## src/rtl/read_stage_mp.sv

```systemverilog
// Register-read stage: scoreboard-checked issue of decoded insns to execute through a single
// output register, with backpressure, hazard stall, writeback clear, flush and a stall counter.
`timescale 1ns/1ps

module read_stage_mp #(
    parameter int ADDR_WIDTH    = 32,
    parameter int INSN_WIDTH    = 32,
    parameter int RF_ADDR_WIDTH = 5,
    parameter int NR_RD_PORTS   = 2,
    parameter int ZERO_REG      = 1,
    parameter int STALL_CNT_W   = 16
) (
    input  logic                                  clk,
    input  logic                                  rst_n,
    input  logic                                  in_valid,
    output logic                                  in_ready,
    input  logic [ADDR_WIDTH-1:0]                 in_addr,
    input  logic [INSN_WIDTH-1:0]                 in_insn,
    input  logic [NR_RD_PORTS-1:0]                in_src_en,
    input  logic [NR_RD_PORTS*RF_ADDR_WIDTH-1:0]  in_src_addr,
    input  logic                                  in_dst_en,
    input  logic [RF_ADDR_WIDTH-1:0]              in_dst_addr,
    input  logic                                  in_sreg_en,
    input  logic [9:0]                            in_sreg_id,
    input  logic                                  wb_en,
    input  logic [RF_ADDR_WIDTH-1:0]              wb_addr,
    input  logic                                  flush,
    output logic                                  out_valid,
    input  logic                                  out_ready,
    output logic [ADDR_WIDTH-1:0]                 out_addr,
    output logic [INSN_WIDTH-1:0]                 out_insn,
    output logic [NR_RD_PORTS-1:0]                rf_rd_en,
    output logic [NR_RD_PORTS*RF_ADDR_WIDTH-1:0]  rf_rd_addr,
    output logic                                  sreg_rd_en,
    output logic [4:0]                            sreg_rd_group,
    output logic [2:0]                            sreg_rd_regnum,
    output logic [1:0]                            sreg_rd_plevel,
    output logic [STALL_CNT_W-1:0]                stall_cnt
);

    localparam int NR_REGS = 1 << RF_ADDR_WIDTH;
    localparam int SRC_W   = NR_RD_PORTS * RF_ADDR_WIDTH;
    localparam logic [STALL_CNT_W-1:0] STALL_MAX = '1;
    localparam logic [STALL_CNT_W-1:0] STALL_ONE = {{(STALL_CNT_W-1){1'b0}}, 1'b1};

    function automatic logic is_zero_reg(input logic [RF_ADDR_WIDTH-1:0] idx);
        return (ZERO_REG != 0) && (idx == {RF_ADDR_WIDTH{1'b0}});
    endfunction

    // A register blocks only if still busy after this cycle's writeback bypass.
    function automatic logic reg_blocks(input logic [NR_REGS-1:0]       busy,
                                        input logic [RF_ADDR_WIDTH-1:0] idx,
                                        input logic                     wb_v,
                                        input logic [RF_ADDR_WIDTH-1:0] wb_idx);
        return busy[idx] & ~(wb_v & (wb_idx == idx)) & ~is_zero_reg(idx);
    endfunction

    logic [NR_REGS-1:0]       busy_q, busy_d;
    logic                     out_valid_q, out_valid_d;
    logic [ADDR_WIDTH-1:0]    out_addr_q, out_addr_d;
    logic [INSN_WIDTH-1:0]    out_insn_q, out_insn_d;
    logic [NR_RD_PORTS-1:0]   rf_rd_en_q, rf_rd_en_d;
    logic [SRC_W-1:0]         rf_rd_addr_q, rf_rd_addr_d;
    logic                     sreg_rd_en_q, sreg_rd_en_d;
    logic [4:0]               sreg_group_q, sreg_group_d;
    logic [2:0]               sreg_regnum_q, sreg_regnum_d;
    logic [1:0]               sreg_plevel_q, sreg_plevel_d;
    logic [STALL_CNT_W-1:0]   stall_cnt_q, stall_cnt_d;

    logic [NR_RD_PORTS-1:0]   src_hit_s;
    logic                     dst_hit_s;
    logic                     hazard_s;
    logic                     in_ready_s;
    logic                     accept_s;

    // Hazard detection and input handshake.
    always_comb begin
        src_hit_s = '0;
        for (int p = 0; p < NR_RD_PORTS; p++) begin
            src_hit_s[p] = in_src_en[p] &
                reg_blocks(busy_q, in_src_addr[p*RF_ADDR_WIDTH +: RF_ADDR_WIDTH], wb_en, wb_addr);
        end
        dst_hit_s  = in_dst_en & reg_blocks(busy_q, in_dst_addr, wb_en, wb_addr);
        hazard_s   = (|src_hit_s) | dst_hit_s;
        in_ready_s = rst_n & ~flush & ~hazard_s & (~out_valid_q | out_ready);
        accept_s   = in_valid & in_ready_s;
    end

    // Scoreboard update: flush clears all, a new destination beats a same-cycle writeback.
    always_comb begin
        busy_d = busy_q;
        for (int r = 0; r < NR_REGS; r++) begin
            if (flush) begin
                busy_d[r] = 1'b0;
            end else if (accept_s & in_dst_en & ~is_zero_reg(in_dst_addr) &
                         (in_dst_addr == r[RF_ADDR_WIDTH-1:0])) begin
                busy_d[r] = 1'b1;
            end else if (wb_en & (wb_addr == r[RF_ADDR_WIDTH-1:0])) begin
                busy_d[r] = 1'b0;
            end else begin
                busy_d[r] = busy_q[r];
            end
        end
    end

    // Output register next-state: load on accept, drain on consume, kill on flush.
    always_comb begin
        out_valid_d   = out_valid_q;
        out_addr_d    = out_addr_q;
        out_insn_d    = out_insn_q;
        rf_rd_en_d    = rf_rd_en_q;
        rf_rd_addr_d  = rf_rd_addr_q;
        sreg_rd_en_d  = sreg_rd_en_q;
        sreg_group_d  = sreg_group_q;
        sreg_regnum_d = sreg_regnum_q;
        sreg_plevel_d = sreg_plevel_q;
        if (flush) begin
            out_valid_d  = 1'b0;
            rf_rd_en_d   = '0;
            sreg_rd_en_d = 1'b0;
        end else if (accept_s) begin
            out_valid_d  = 1'b1;
            out_addr_d   = in_addr;
            out_insn_d   = in_insn;
            rf_rd_en_d   = in_src_en;
            rf_rd_addr_d = in_src_addr;
            sreg_rd_en_d = in_sreg_en;
            if (in_sreg_en) begin
                sreg_group_d  = in_sreg_id[9:5];
                sreg_regnum_d = in_sreg_id[4:2];
                sreg_plevel_d = in_sreg_id[1:0];
            end else begin
                sreg_group_d  = sreg_group_q;
                sreg_regnum_d = sreg_regnum_q;
                sreg_plevel_d = sreg_plevel_q;
            end
        end else if (out_valid_q & out_ready) begin
            out_valid_d  = 1'b0;
            rf_rd_en_d   = '0;
            sreg_rd_en_d = 1'b0;
        end else begin
            out_valid_d  = out_valid_q;
        end
    end

    // Saturating count of cycles where decode is held off.
    always_comb begin
        if (in_valid & ~in_ready_s & ~flush & rst_n) begin
            if (stall_cnt_q != STALL_MAX) begin
                stall_cnt_d = stall_cnt_q + STALL_ONE;
            end else begin
                stall_cnt_d = stall_cnt_q;
            end
        end else begin
            stall_cnt_d = stall_cnt_q;
        end
    end

    // State registers with synchronous active-low reset.
    always_ff @(posedge clk) begin
        if (!rst_n) begin
            busy_q        <= '0;
            out_valid_q   <= 1'b0;
            out_addr_q    <= '0;
            out_insn_q    <= '0;
            rf_rd_en_q    <= '0;
            rf_rd_addr_q  <= '0;
            sreg_rd_en_q  <= 1'b0;
            sreg_group_q  <= 5'd0;
            sreg_regnum_q <= 3'd0;
            sreg_plevel_q <= 2'd0;
            stall_cnt_q   <= '0;
        end else begin
            busy_q        <= busy_d;
            out_valid_q   <= out_valid_d;
            out_addr_q    <= out_addr_d;
            out_insn_q    <= out_insn_d;
            rf_rd_en_q    <= rf_rd_en_d;
            rf_rd_addr_q  <= rf_rd_addr_d;
            sreg_rd_en_q  <= sreg_rd_en_d;
            sreg_group_q  <= sreg_group_d;
            sreg_regnum_q <= sreg_regnum_d;
            sreg_plevel_q <= sreg_plevel_d;
            stall_cnt_q   <= stall_cnt_d;
        end
    end

    assign in_ready       = in_ready_s;
    assign out_valid      = out_valid_q;
    assign out_addr       = out_addr_q;
    assign out_insn       = out_insn_q;
    assign rf_rd_en       = rf_rd_en_q;
    assign rf_rd_addr     = rf_rd_addr_q;
    assign sreg_rd_en     = sreg_rd_en_q;
    assign sreg_rd_group  = sreg_group_q;
    assign sreg_rd_regnum = sreg_regnum_q;
    assign sreg_rd_plevel = sreg_plevel_q;
    assign stall_cnt      = stall_cnt_q;

endmodule
```

## config.mk

```make
export PLATFORM = sky130hd
export DESIGN_NAME = read_stage_mp
export DESIGN_NICKNAME = d
export VERILOG_FILES = /design/src/rtl/read_stage_mp.sv
export SDC_FILE = /design/constraint.sdc
export NUM_CORES = 1
export LEC_CHECK = 0
export BUFFER_PORTS_ARGS = -buffer_cell sky130_fd_sc_hd__buf_2
export CORE_ASPECT_RATIO = 0.9
export CORE_UTILIZATION = 45
export DETAILED_ROUTE_END_ITERATION = 7
export HOLD_SLACK_MARGIN = 0.06
export MAX_ROUTING_LAYER = met4
export PLACE_DENSITY = 0.7
export SLEW_MARGIN = 40
export SYNTH_ARGS = -nofsm -noshare
export SYNTH_HDL_FRONTEND = slang
export SYNTH_SLANG_ARGS = --single-unit
```

## constraint.sdc

```tcl
create_clock -name clk -period 4.6 [get_ports clk]
set_clock_uncertainty 0.2 [all_clocks]
set_input_delay 0.23 -clock clk [delete_from_list [all_inputs] [get_ports clk]]
set_output_delay 0.23 -clock clk [all_outputs]
set_load 0.03 [all_outputs]
```

Word level (Yosys, flattened, before mapping)
Index checks and enable logic that the tools add are counted.
W data, S select, Z words.
- add/subtract/negate cells: 1
- multipliers: 0
- divide/modulo/power cells: 0
- magnitude comparators: 3
- eq/ne operators: 66
- shift operators: 0
- muxes and demuxes: 75
- bitwise logic cells: 99
- reductions and logical operators: 42
- operators with widths (cell ; number):
    $eq A5 B5 Y1 const B ; 32
    $and A1 B1 Y1 ; 86
    $eq A5 B4 Y1 const B ; 16
    $mux W1 ; 70
    $reduce_bool A2 Y1 ; 33
    $eq A5 B3 Y1 const B ; 8
    $eq A5 B2 Y1 const B ; 4
    $logic_not A5 Y1 ; 4
    $lt A5 B6 Y1 const B ; 3
    $add A16 B1 Y16 const B ; 1
    $ne A16 B16 Y1 const B ; 1
    $bmux W1 S5 ; 3
    $eq A5 B5 Y1 ; 3
    $not A1 Y1 ; 11
    $eq A5 B1 Y1 const B ; 2
    $mux W2 ; 2
    $reduce_and A2 Y1 ; 2
    $reduce_or A2 Y1 ; 2
    $reduce_and A3 Y1 ; 1
    $or A1 B1 Y1 ; 2
- register bits after elaboration: 136
- bits in latches: 0
- bits in writable memories: 0
- memory bits (read-only): 0
- logic and storage cells: 328
- memories: 0

Logic depth before layout (Yosys ltp)
Gate-level depths: netlist of the first run.
- word-level depth: 16
- mapped depth: 12
- depth with buffers taken out: 7

Worst setup path after synthesis of the first run
Ideal clock, no wire load.
- path kind: input-to-output
- start point: input in_dst_addr[0]
- end point: output in_ready
- arrival time: 2.487 ns
- path slack: 1.683 ns
- stages on the path: 9
- buffers on the path: 4
- cells stage by stage: buf_2 -> mux4_2 -> mux2_2 -> a221oi_1 -> nor4b_1 -> nor4b_2 -> buf_2 -> buf_2 -> buf_4
- longest elaborated chain between the ends: 10
- RTL lines (element ; line ; text):
    from (decl) ; 22 ; input logic [RF_ADDR_WIDTH-1:0] in_dst_addr,
    branches (longest 4 deep; another with $bmux W1 S5) ; - ;
    $and A1 B1 Y1 * ; 55 ; return busy[idx] & ~(wb_v & (wb_idx == idx)) & ~is_zero_reg(idx);
    $and A1 B1 Y1 * ; 83 ; dst_hit_s = in_dst_en & reg_blocks(busy_q, in_dst_addr, wb_en, wb_addr);
    $or A1 B1 Y1 * ; 84 ; hazard_s = (|src_hit_s) | dst_hit_s;
    $not A1 Y1 * ; 85 ; in_ready_s = rst_n & ~flush & ~hazard_s & (~out_valid_q | out_ready);
    $and A1 B1 Y1 * (2 in series) ; 85 ;
    to (decl) ; 16 ; output logic in_ready,
Mark *: on every way between the ends. The select of a mux whose other input is x is not followed.

Worst setup path after layout of the first run
- start point: input in_dst_addr[0]
- end point: register busy_q[19]
- longest elaborated chain between the ends: 15
- RTL lines (element ; line ; text):
    branches (longest 13 deep; another with $bmux W1 S5) ; - ;
    $and A1 B1 Y1 * ; 95 ; end else if (accept_s & in_dst_en & ~is_zero_reg(in_dst_addr) &
    $mux W1 / $reduce_bool A2 Y1 (equally long branches) ; - ;
    to (signal assigned) ; 174 ; busy_q <= busy_d;
    to (decl) ; 58 ; logic [NR_REGS-1:0] busy_q, busy_d;
Marked as above.
A chain may end at the register's enable or synchronous reset.

==> results of run 1 <==
==> cells by family after synthesis <==
group / after synthesis / synth area share, %
AOI/OAI and AO/OA: 188 / 22.1
xor gates and xnor gates: 12 / 1.61
adders and majority gates: 1 / 0.191
buffers and inverters: 79 / 5.07
DFF: 136 / 41.7
muxes: 42 / 10.3
and+or+nand+nor: 224 / 19.1
==> through the flow <==
step                hold slack, ns  std cells
floorplan                    0.155        682
global placement             0.233       1018
detailed placement           0.242       1018
CTS                         0.0833       1133
global route                0.0918       1133
finish                       0.103       1133
==> how the worst min path moves through the flow <==
stage,slack (ns),endpoint,start,cells after the start
floorplan,0.15,rf_rd_en[0]$_SDFFE_PP0P_,in_src_en[0],1
global placement,0.23,sreg_rd_regnum[0]$_SDFFE_PN0P_,sreg_rd_regnum[0]$_SDFFE_PN0P_,2
CTS,0.08,rf_rd_addr[7]$_SDFFE_PN0P_,in_src_addr[7],3
detailed placement,0.24,sreg_rd_group[0]$_SDFFE_PN0P_,sreg_rd_group[0]$_SDFFE_PN0P_,2
finish,0.10,rf_rd_addr[3]$_SDFFE_PN0P_,in_src_addr[3],3
global route,0.09,rf_rd_addr[7]$_SDFFE_PN0P_,in_src_addr[7],3
==> registers in the layout, summed over array words and instances (netlist names) <==
signal and count:
sreg_rd_regnum 3, out_insn 32, out_valid 1, sreg_rd_group 5, rf_rd_en 2, stall_cnt 16
sreg_rd_plevel 2, busy_q 32, sreg_rd_en 1, out_addr 32, rf_rd_addr 10
==> synthesized netlist by cell type (all sizes together), types with 2 or more instances <==
cell type  count
nor4           3
a22oi          2
a21oi         12
inv            8
mux2i         20
a41o           2
nand3         25
nand2         52
clkbuf        47
mux4          20
nand2b        11
o31ai         29
mux2           2
o22ai          4
o311ai         8
nor4b          4
and3          82
a31o          72
nor2b          4
nand4          8
o211ai        25
nor3           4
xnor2         12
buf           24
and2           3
dfxtp        136
o21ai         22
or3           10
or3b           2
o41ai          4
nor2          10
nor3b          2
==> worst min-delay path: stages <==
cell,delay [ns]
buf_2,0.18
and3_1,0.17
a31o_1,0.10
==> layer usage <==
metal / global-route usage (%) / wire [um] / vias to the layer above / share of wire (%)
li1: - / - / 3111 / -
met1: 33.5 / 8720 / 3234 / 42
met2: 46.4 / 10300 / 307 / 49
met3: 7.56 / 1550 / 46 / 7.4
met4: 11.2 / 412 / 0 / 2.0
met5: - / 0 / - / 0
==> timing repair <==
action	CTS	global route
hold buffers	85	0
gates resized for setup	0	0
hold endpoints to repair	90	0
==> area by class of cell <==
| cell class | count | area, sq um | share of cell area, % |
|---|---|---|---|
| sequential | 136 | 2720 | 30.2 |
| clock buffer | 21 | 470 | 5.21 |
| timing repair buffer | 299 | 1950 | 21.7 |
| clock inverter | 9 | 100 | 1.11 |
| tap | 193 | 241 | 2.68 |
| inverter | 8 | 30.0 | 0.333 |
| multi-input combinational | 467 | 3500 | 38.8 |
==> power breakdown <==
part	leakage, nW	switching, mW	internal (mW)
Sequential	1.10	0.0207	1.22
Combinational	2.71	0.261	0.171
Clock	0.280	0.488	0.829
Total	4.10	0.770	2.22
==> placed cells by master, fill, tap and decap left out, types with 5 or more instances in the layout <==
cell type / synthesis / layout
mux4_2: 20 / 20
nand2_1: 51 / 51
clkinv_2: 0 / 5
xnor2_1: 12 / 12
a31o_1: 72 / 72
o21ai_1: 17 / 17
o21ai_0: 5 / 5
nand2b_1: 11 / 11
o31ai_1: 29 / 29
nor2_1: 10 / 9
mux2i_1: 20 / 20
dlygate4sd3_1: 0 / 85
or3_1: 10 / 10
o311ai_0: 7 / 7
a21oi_1: 12 / 12
dfxtp_1: 136 / 136
buf_2: 19 / 208
nand4_1: 8 / 8
and3_1: 82 / 82
o211ai_1: 25 / 25
clkbuf_16: 0 / 17
inv_1: 8 / 8
nand3_1: 25 / 25
==> run metrics, run 1 <==
Setup crit start kind=input pin; global-route usage over all layers=28.4%; H-Tree Depth=4; Syn Nets=787; CTS max path bufs=2; CP Max Fanout=63; drt wl/cell=18.5 um; Crit path max-delay family=buffers and inverters; cells after synthesis=682; FF+latch count, synth=136; Post-Synthesis Cell Area=6540 sq um; CTS Buf Count=17; Warnings, synthesis=0; Post-DP Area=7590 sq um; status=finished clean; ANT cells=0; Hold Crit Class=in -> reg; area grow syn2layout=38.0%; P_leak=4.10 nW; first-pass GRT wire length=32.0 mm; CP peak stage delay=0.59 ns; share of flip-flops with an asynchronous set or reset=0%; Root Buffer=clkbuf_16; # IOs=209; Fmax achieved=0.237 GHz; crit path DAT=4.37 ns; Main synth FF type=dfxtp_1; Peak VDD IR=0.242 mV; Die W=129 um; CTS clk-pin slew, worst paths=0.06 ns; register area share after synthesis=41.7%; fin crit period=4.22 ns; Reg-to-Reg Start=busy_q[11]$_SDFFE_PP0P_; unrepaired setup endpoints after global routing=false; slowest library cell on the worst path=dlygate4sd3_1; reg2reg end=busy_q[19]$_SDFFE_PP0P_; fraction of layout cells with a size suffix above 1=28.6%; critical-path cell list=dlygate4sd3_1, buf_2, mux4_2, mux2_2, a221oi_1, nor4b_1, nor4b_4, nand2_4, o41ai_1, dlygate4sd3_1; count of different cell masters after synthesis=54; Max-slew headroom=50.8%; Synth area leader=dfxtp_1; Bufs and invs on worst path=3; path depth of the worst reg2reg path=8; routability cong.=0.936; Die Area=15000 sq um; required time worst endpoint=4.76 ns; initial antenna violation count=0; Crit. Startpoint=in_dst_addr[0]; PwrDens=331 nW/um^2; worst skew pair latency=0.41 ns; # fillers=1131; via count=6698; vias per cell=5.91; DR iter-0 viols=679; row cnt=41; Post-synth EDFFs=0; final wirelength=21.0 mm; setup ws final=0.380 ns; total congestion overflow=0; fin util=63.9%; CTS Sinks=136; DP Worst Slack=0.807 ns; critical path endpoint category=flip-flop; worst slew pin tran=0.739 ns; number of routed nets with antenna violations=0; total power=2.99 mW; final period utilization=91.7%; Vert. Die Dim=116 um; CP Capture Point=busy_q[19]$_SDFFE_PP0P_; Starting Density=46.3%; final setup fails=0; Port Buffer Count=208; Design Area, Final=9020 sq um; 1st-pass router iterations=5; Mean Syn Cell Area=9.58 sq um; vias in the first global route=6391; maxcap violations=0; Hold Fails Final Rpt=0; fin nets=1034; DRC Markers=0; worst setup path class=in -> reg; Synth area leaders=dfxtp_1 42%, a31o_1 9.6%, and3_1 7.8%, mux4_2 6.9%, o31ai_1 3.3%; dpl hpwl=13.3 mm; Post-Route Setup TNS=0 ns; CP dominant cell by count=dlygate4sd3_1; top-area cell type share of the netlist area=41.7%; largest net degree at the start of global routing=98; fin. max-slew vios=0; core box area=14100 sq um; R2R setup slack=0.79 ns; CTS tree=done; Post-CTS Setup Repair Bufs=0; WP depth=10
No activity file was read; power rests on OpenSTA's default activity.
==> run 2, diff against run 1 <==
- PLACE_DENSITY: 0.7 -> 0.73
- clock period: 4.6 -> 3.6 ns (I/O delays scaled with it)
==> run 2 against run 1 <==
Sequential power rose by 27%. Die area did not move. Non-clock buffer count rose by 10. Flip-flop and latch count did not move. Clock power rose by 37%.
==> run metrics, run 2 (synthesis results as in run 1) <==
Vert. Die Dim=116 um (unchanged); required time worst endpoint=3.69 ns (was 4.76 ns); CTS clk-pin slew, worst paths=0.06 ns (about the same); global-route usage over all layers=28.6% (was 28.4%); first-pass GRT wire length=32.1 mm (was 32.0 mm); via count=6655 (was 6698); fraction of layout cells with a size suffix above 1=28.5% (was 28.6%); final setup fails=0 (unchanged); Peak VDD IR=0.317 mV (was 0.242 mV); unrepaired setup endpoints after global routing=false (unchanged); Port Buffer Count=208 (unchanged); worst skew pair latency=0.41 ns (about the same); Post-DP Area=7650 sq um (was 7590 sq um); CTS max path bufs=2 (unchanged); CTS Sinks=136 (unchanged); Placed Cells=1022 (was 1018); commonest non-fill, non-tap cell in the layout=buf_2 (unchanged); DR iter-0 viols=746 (was 679); worst setup path class=reg -> reg (was in -> reg); Post-Layout Cell Count=1144 (was 1133); H-Tree Depth=4 (unchanged); total congestion overflow=0 (unchanged); CTS Buf Count=17 (unchanged); CP Max Fanout=30 (was 63); most frequent cells in the layout=208 x buf_2, 136 x dfxtp_1, 91 x dlygate4sd3_1 (was 208 x buf_2, 136 x dfxtp_1, 85 x dlygate4sd3_1); largest net degree at the start of global routing=98 (unchanged); core box area=14100 sq um (unchanged); ANT cells=0 (unchanged); # IOs=209 (unchanged); final wirelength=21.0 mm (about the same); DRC Markers=0 (unchanged); vias in the first global route=6145 (was 6391); Die W=129 um (unchanged); area grow syn2layout=40.3% (was 38.0%); fin nets=1044 (was 1034); final period utilization=97.4%; status=finished clean (unchanged); critical path endpoint category=flip-flop (unchanged); fin crit period=3.51 ns; 1st-pass router iterations=5 (unchanged); path depth of the worst reg2reg path=9 (was 8); P_leak=4.17 nW (was 4.10 nW); Hold Crit Depth=3 (unchanged); Max-slew headroom=44.8% (was 50.8%); worst slew pin tran=0.817 ns (was 0.739 ns); Fmax achieved=0.285 GHz; vias per cell=5.82 (was 5.91); PwrDens=431 nW/um^2 (was 331 nW/um^2); Root Buffer=clkbuf_16 (unchanged); Setup crit start kind=flip-flop (was input pin); routability cong.=0.919 (was 0.936); Hold Crit Class=in -> reg (unchanged); Design Area, Final=9170 sq um (was 9020 sq um); number of routed nets with antenna violations=0 (unchanged); Die Area=15000 sq um (unchanged); drt wl/cell=18.4 um (was 18.5 um); Post-Route Setup TNS=0 ns (unchanged); CTS tree=done (unchanged); fin. max-slew vios=0 (unchanged); Starting Density=46.3% (unchanged); hold_ws=0.0991 ns (was 0.103 ns); dpl hpwl=13.0 mm (was 13.3 mm); Hold Fails Final Rpt=0 (unchanged); maxcap violations=0 (unchanged); crit path DAT=3.60 ns (was 4.37 ns); row cnt=41 (unchanged); initial antenna violation count=0 (unchanged)
[run 2: cell types whose count changed in the layout (fill, tap and decap cells not counted), sizes merged]
cell	change
clkinvlp	-1
dlygate4sd3	+6
clkbuf	+1
bufinv	+2
clkinv	-1
buf	+4
[run 2: per-layer routing]
layer  global-route usage (%)  vias to the layer above  wire (um)
li1                         -                     3124          -
met1                     35.7                     3174       8880
met2                     45.1                      316      10100
met3                     8.38                       41       1770
met4                     8.31                        0        326
met5                        -                        -          0
[run 2: worst max-delay path, stage by stage, from the launching register on]
cell	delay [ns]
dfxtp_1	0.36
mux4_2	0.48
mux2_2	0.27
a221oi_1	0.29
nor4b_1	0.15
nor4b_4	0.43
nand2_4	0.10
buf_4	0.27
a41o_1	0.27
dlygate4sd3_1	0.56
[run 2: final cells by class]
cell class,instances,area [sq um]
timing repair buffer,309,2070
tap,193,241
multi-input combinational,467,3500
clock buffer,22,464
fill,1133,4940
sequential,136,2720
clock inverter,9,148
inverter,8,30.0
[run 2: worst paths after layout]
path | start | end | slack, ns
max reg2reg | busy_q[3]$_SDFFE_PP0P_ | rf_rd_en[1]$_SDFFE_PP0P_ | 0.09
max | busy_q[3]$_SDFFE_PP0P_ | rf_rd_en[1]$_SDFFE_PP0P_ | 0.09
min reg2reg | sreg_rd_group[1]$_SDFFE_PN0P_ | sreg_rd_group[1]$_SDFFE_PN0P_ | 0.24
min | rst_n | stall_cnt[6]$_SDFFE_PN0P_ | 0.1
[run 2: timing repair]
item	CTS	global route
setup endpoints to repair	0	0
hold endpoints to repair	104	0
hold buffers	91	0
gates resized for setup	0	0
setup buffers	0	0
[run 2: through the flow]
step	utilization (%)	power [mW]	setup slack, ns
2_1_floorplan	-	1.92	0.744
3_3_place_gp	54.2	2.09	0.443
3_5_place_dp	54.2	2.09	0.386
4_1_cts	65.0	3.97	0.142
5_1_grt	65.0	4.11	0.00154
6_report	65.0	3.95	0.0930
[run 2: power breakdown]
part / leakage [nW] / switching (mW) / internal [mW]
sequential: 1.10 / 0.0252 / 1.56
combinational: 2.76 / 0.337 / 0.230
clock: 0.300 / 0.619 / 1.19
==> run 3, diff against run 2 <==
- ABC_AREA: unset -> 1
- CORE_UTILIZATION: 45 -> 47
- PLACE_DENSITY: 0.73 -> 0.75
==> run 3 against run 2 <==
Count of clock-buffer cells in the layout is 2 lower. First-iteration DRC count is 11% lower. Die area up 0.81%. Setup slack better by 0.34 ns. Non-clock buffer count up 2. Flip-flop and latch count unchanged. Critical path depth is 7 higher. Clock power barely moved. Worst hold slack improved by 0.0017 ns. Core utilization increased by 2.2 points. Sequential share of layout area shrank 1.1 points. Largest power group unchanged. Highest routed layer unchanged.
==> run metrics, run 3 <==
Mean Syn Cell Area=6.43 sq um (was 9.58 sq um); Port Buffer Count=208 (unchanged); Syn Nets=1175 (was 787); Post-Layout Cell Count=1547 (was 1144); fin. max-slew vios=0 (unchanged); fin crit period=3.16 ns (was 3.51 ns); Synth area leader=dfxtp_1 (unchanged); vias in the first global route=7136 (was 6145); Placed Cells=1424 (was 1022); row cnt=41 (unchanged); fin nets=1446 (was 1044); commonest non-fill, non-tap cell in the layout=nand2_1 (was buf_2); Starting Density=48.6% (was 46.3%); total congestion overflow=0 (unchanged); Reg-to-Reg Start=busy_q[20]$_SDFFE_PP0P_ (was busy_q[3]$_SDFFE_PP0P_); via count=8132 (was 6655); # fillers=1254 (was 1133); DR iter-0 viols=667 (was 746); Crit. Startpoint=in_src_addr[0] (was busy_q[3]$_SDFFE_PP0P_); sw frac=27.0% (was 24.8%); Pint=2.93 mW (was 2.97 mW); largest net degree at the start of global routing=85 (was 98); DP Worst Slack=0.468 ns (was 0.386 ns); Synth area leaders=dfxtp_1 40%, nand2_1 13%, nor2_1 13%, o21ai_0 6.3%, nand3_1 5.4% (was dfxtp_1 42%, a31o_1 9.6%, and3_1 7.8%, mux4_2 6.9%, o31ai_1 3.3%); Hold Crit Depth=3 (unchanged); critical-path cell list=dlygate4sd3_1, buf_2, inv_1, nand2_1, nand3_1, nand2_1, nand2_1, nand2_1, nor2_1, nand2_1, nand2_1, nand2_1, nand2_1, nor2_4, buf_4, buf_2 (was mux4_2, mux2_2, a221oi_1, nor4b_1, nor4b_4, nand2_4, buf_4, a41o_1, dlygate4sd3_1); Comb pwr share=15.1% (was 14.3%); CP Max Fanout=36 (was 30); CTS clk-pin slew, worst paths=0.06 ns (about the same); share of flip-flops with an asynchronous set or reset=0% (unchanged); fraction of layout cells with a size suffix above 1=19.7% (was 28.5%); initial antenna violation count=0 (unchanged); drt wl/cell=15.2 um (was 18.4 um); H-Tree Depth=4 (unchanged); WP depth=16 (was 9); number of routed nets with antenna violations=0 (unchanged); unrepaired setup endpoints after global routing=false (unchanged); Hold Crit Class=in -> reg (unchanged); worst slew pin tran=0.751 ns (was 0.817 ns); status=finished clean (unchanged); Warnings, synthesis=0 (unchanged); Clock Power Share=45.7% (about the same); Fmax achieved=0.316 GHz (was 0.285 GHz); first-pass GRT wire length=35.1 mm (was 32.1 mm); setup ws final=0.437 ns (was 0.0930 ns); final period utilization=87.9% (was 97.4%); P_leak=4.27 nW (was 4.17 nW); Root Buffer=clkbuf_16 (unchanged); Post-Route Setup TNS=0 ns (unchanged); CP dominant cell by count=nand2_1; slowest library cell on the worst path=dlygate4sd3_1 (unchanged); critical path endpoint category=primary output (was flip-flop); Crit path max-delay family=buffers and inverters (unchanged); vias per cell=5.26 (was 5.82); worst setup path class=in -> out (was reg -> reg); Die Area=15100 sq um (was 15000 sq um); CTS Buf Count=17 (unchanged); final wirelength=23.5 mm (was 21.0 mm); maxcap violations=0 (unchanged); FF+latch count, synth=136 (unchanged); crit path DAT=2.78 ns (was 3.60 ns); core box area=14200 sq um (was 14100 sq um); Seq pwr share=39.3% (was 40.0%); R2R setup slack=0.85 ns (was 0.09 ns); Die W=130 um (was 129 um); Setup crit start kind=input pin (was flip-flop); dpl hpwl=15.2 mm (was 13.0 mm); Vert. Die Dim=117 um (was 116 um); ANT cells=0 (unchanged); Main synth FF type=dfxtp_1 (unchanged); Bufs and invs on worst path=5 (was 2); Post-Synthesis Cell Area=6880 sq um (was 6540 sq um); global-route usage over all layers=30.8% (was 28.6%); Post-synth EDFFs=0 (unchanged); final setup fails=0 (unchanged); CTS Sinks=136 (unchanged); count of different cell masters after synthesis=29 (was 54); most frequent cell after synthesis=nand2_1 (was dfxtp_1); 1st-pass router iterations=5 (unchanged); CTS tree=done (unchanged); cells after synthesis=1070 (was 682); worst skew pair latency=0.41 ns (about the same); CP Capture Point=in_ready (was rf_rd_en[1]$_SDFFE_PP0P_); Net Switching=1.08 mW (was 0.981 mW); routability cong.=0.949 (was 0.919); required time worst endpoint=3.22 ns (was 3.69 ns); most frequent cells in the layout=240 x nand2_1, 238 x nor2_1, 208 x buf_2 (was 208 x buf_2, 136 x dfxtp_1, 91 x dlygate4sd3_1); # IOs=209 (unchanged); area grow syn2layout=38.3% (was 40.3%); reg2reg end=stall_cnt[15]$_SDFFE_PN0P_ (was rf_rd_en[1]$_SDFFE_PP0P_); CTS max path bufs=2 (unchanged); PwrDens=422 nW/um^2 (was 431 nW/um^2); register area share after synthesis=39.6% (was 41.7%); Hold Fails Final Rpt=0 (unchanged); DRC Markers=0 (unchanged); top-area cell type share of the netlist area=39.6% (was 41.7%); path depth of the worst reg2reg path=15 (was 9); CP peak stage delay=0.52 ns (was 0.56 ns); Peak VDD IR=0.354 mV (was 0.317 mV); Max-slew headroom=49.9% (was 44.8%); Post-synth top cells=240 x nand2_1, 238 x nor2_1, 136 x dfxtp_1, 86 x o21ai_0, 74 x nand3_1 (was 136 x dfxtp_1, 82 x and3_1, 72 x a31o_1, 51 x nand2_1, 47 x clkbuf_1)
[run 3: how the worst min path moves through the flow]
| stage | start | to | slack [ns] |
|---|---|---|---|
| floorplan | in_sreg_id[0] | sreg_rd_plevel[0]$_SDFFE_PN0P_ | 0.11 |
| global placement | in_sreg_id[5] | sreg_rd_group[0]$_SDFFE_PN0P_ | 0.21 |
| detailed placement | in_sreg_id[0] | sreg_rd_plevel[0]$_SDFFE_PN0P_ | 0.21 |
| CTS | wb_addr[2] | busy_q[31]$_SDFFE_PP0P_ | 0.06 |
| global route | wb_addr[2] | busy_q[31]$_SDFFE_PP0P_ | 0.14 |
| finish | in_sreg_en | sreg_rd_en$_SDFFE_PP0P_ | 0.10 |
[run 3: what timing repair did]
| item | in CTS | in global routing |
|---|---|---|
| endpoints found under the hold margin | 98 | 0 |
| hold buffers | 91 | 0 |
| setup endpoints to repair | 0 | 11 |
| resized for setup | 0 | 1 |
| setup buffers | 0 | 0 |
[run 3: logic make-up after synthesis]
group           after synthesis  synth area share [%]
fa+ha+maj                     1                 0.182
flops                       136                  39.6
xor+xnor                     14                  1.78
compound gates              181                  13.5
simple gates                612                  36.9
buf+inv                     126                  8.16
[run 3: stage by stage]
step / util (%) / area (sq um) / total power, mW / hold WS, ns
2_1_floorplan: - / 6880 / 1.94 / 0.115
3_3_place_gp: 56.3 / 7970 / 2.11 / 0.205
3_5_place_dp: 56.3 / 7970 / 2.12 / 0.209
4_1_cts: 67.2 / 9510 / 4.02 / 0.0606
5_1_grt: 67.2 / 9520 / 4.16 / 0.141
6_report: 67.2 / 9520 / 4.01 / 0.101
[run 3: tightest hold or removal path, delay by kind of cell]
family | cells | cell delay [ns]
simple gates | 1 | 0.26
buf+inv | 1 | 0.11
compound gates | 1 | 0.11
[run 3: cell type report]
cell class / instances / area (sq um) / share of cell area, %
Multi-Input combinational cell: 808 / 3600 / 37.9
Inverter: 67 / 251 / 2.64
Clock inverter: 12 / 164 / 1.72
Timing Repair Buffer: 311 / 2070 / 21.7
Sequential cell: 136 / 2720 / 28.6
Clock buffer: 20 / 467 / 4.90
Tap cell: 193 / 241 / 2.54
[run 3: per-layer routing]
metal	global-route usage (%)	vias to the layer above	routed length [um]
met5	-	-	0
met4	10.5	0	531
met3	6.91	48	2210
met2	50.3	398	10900
met1	37.6	3671	9830
li1	-	4015	-
[run 3: power by group through the flow]
stage	sequential (mW)	combinational (mW)	clock [mW]
after global placement	1.60	0.506	0
final	1.58	0.604	1.83
after CTS	1.57	0.589	1.86
after global routing	1.58	0.654	1.93
after floorplan	1.70	0.245	0
after detailed placement	1.61	0.510	0
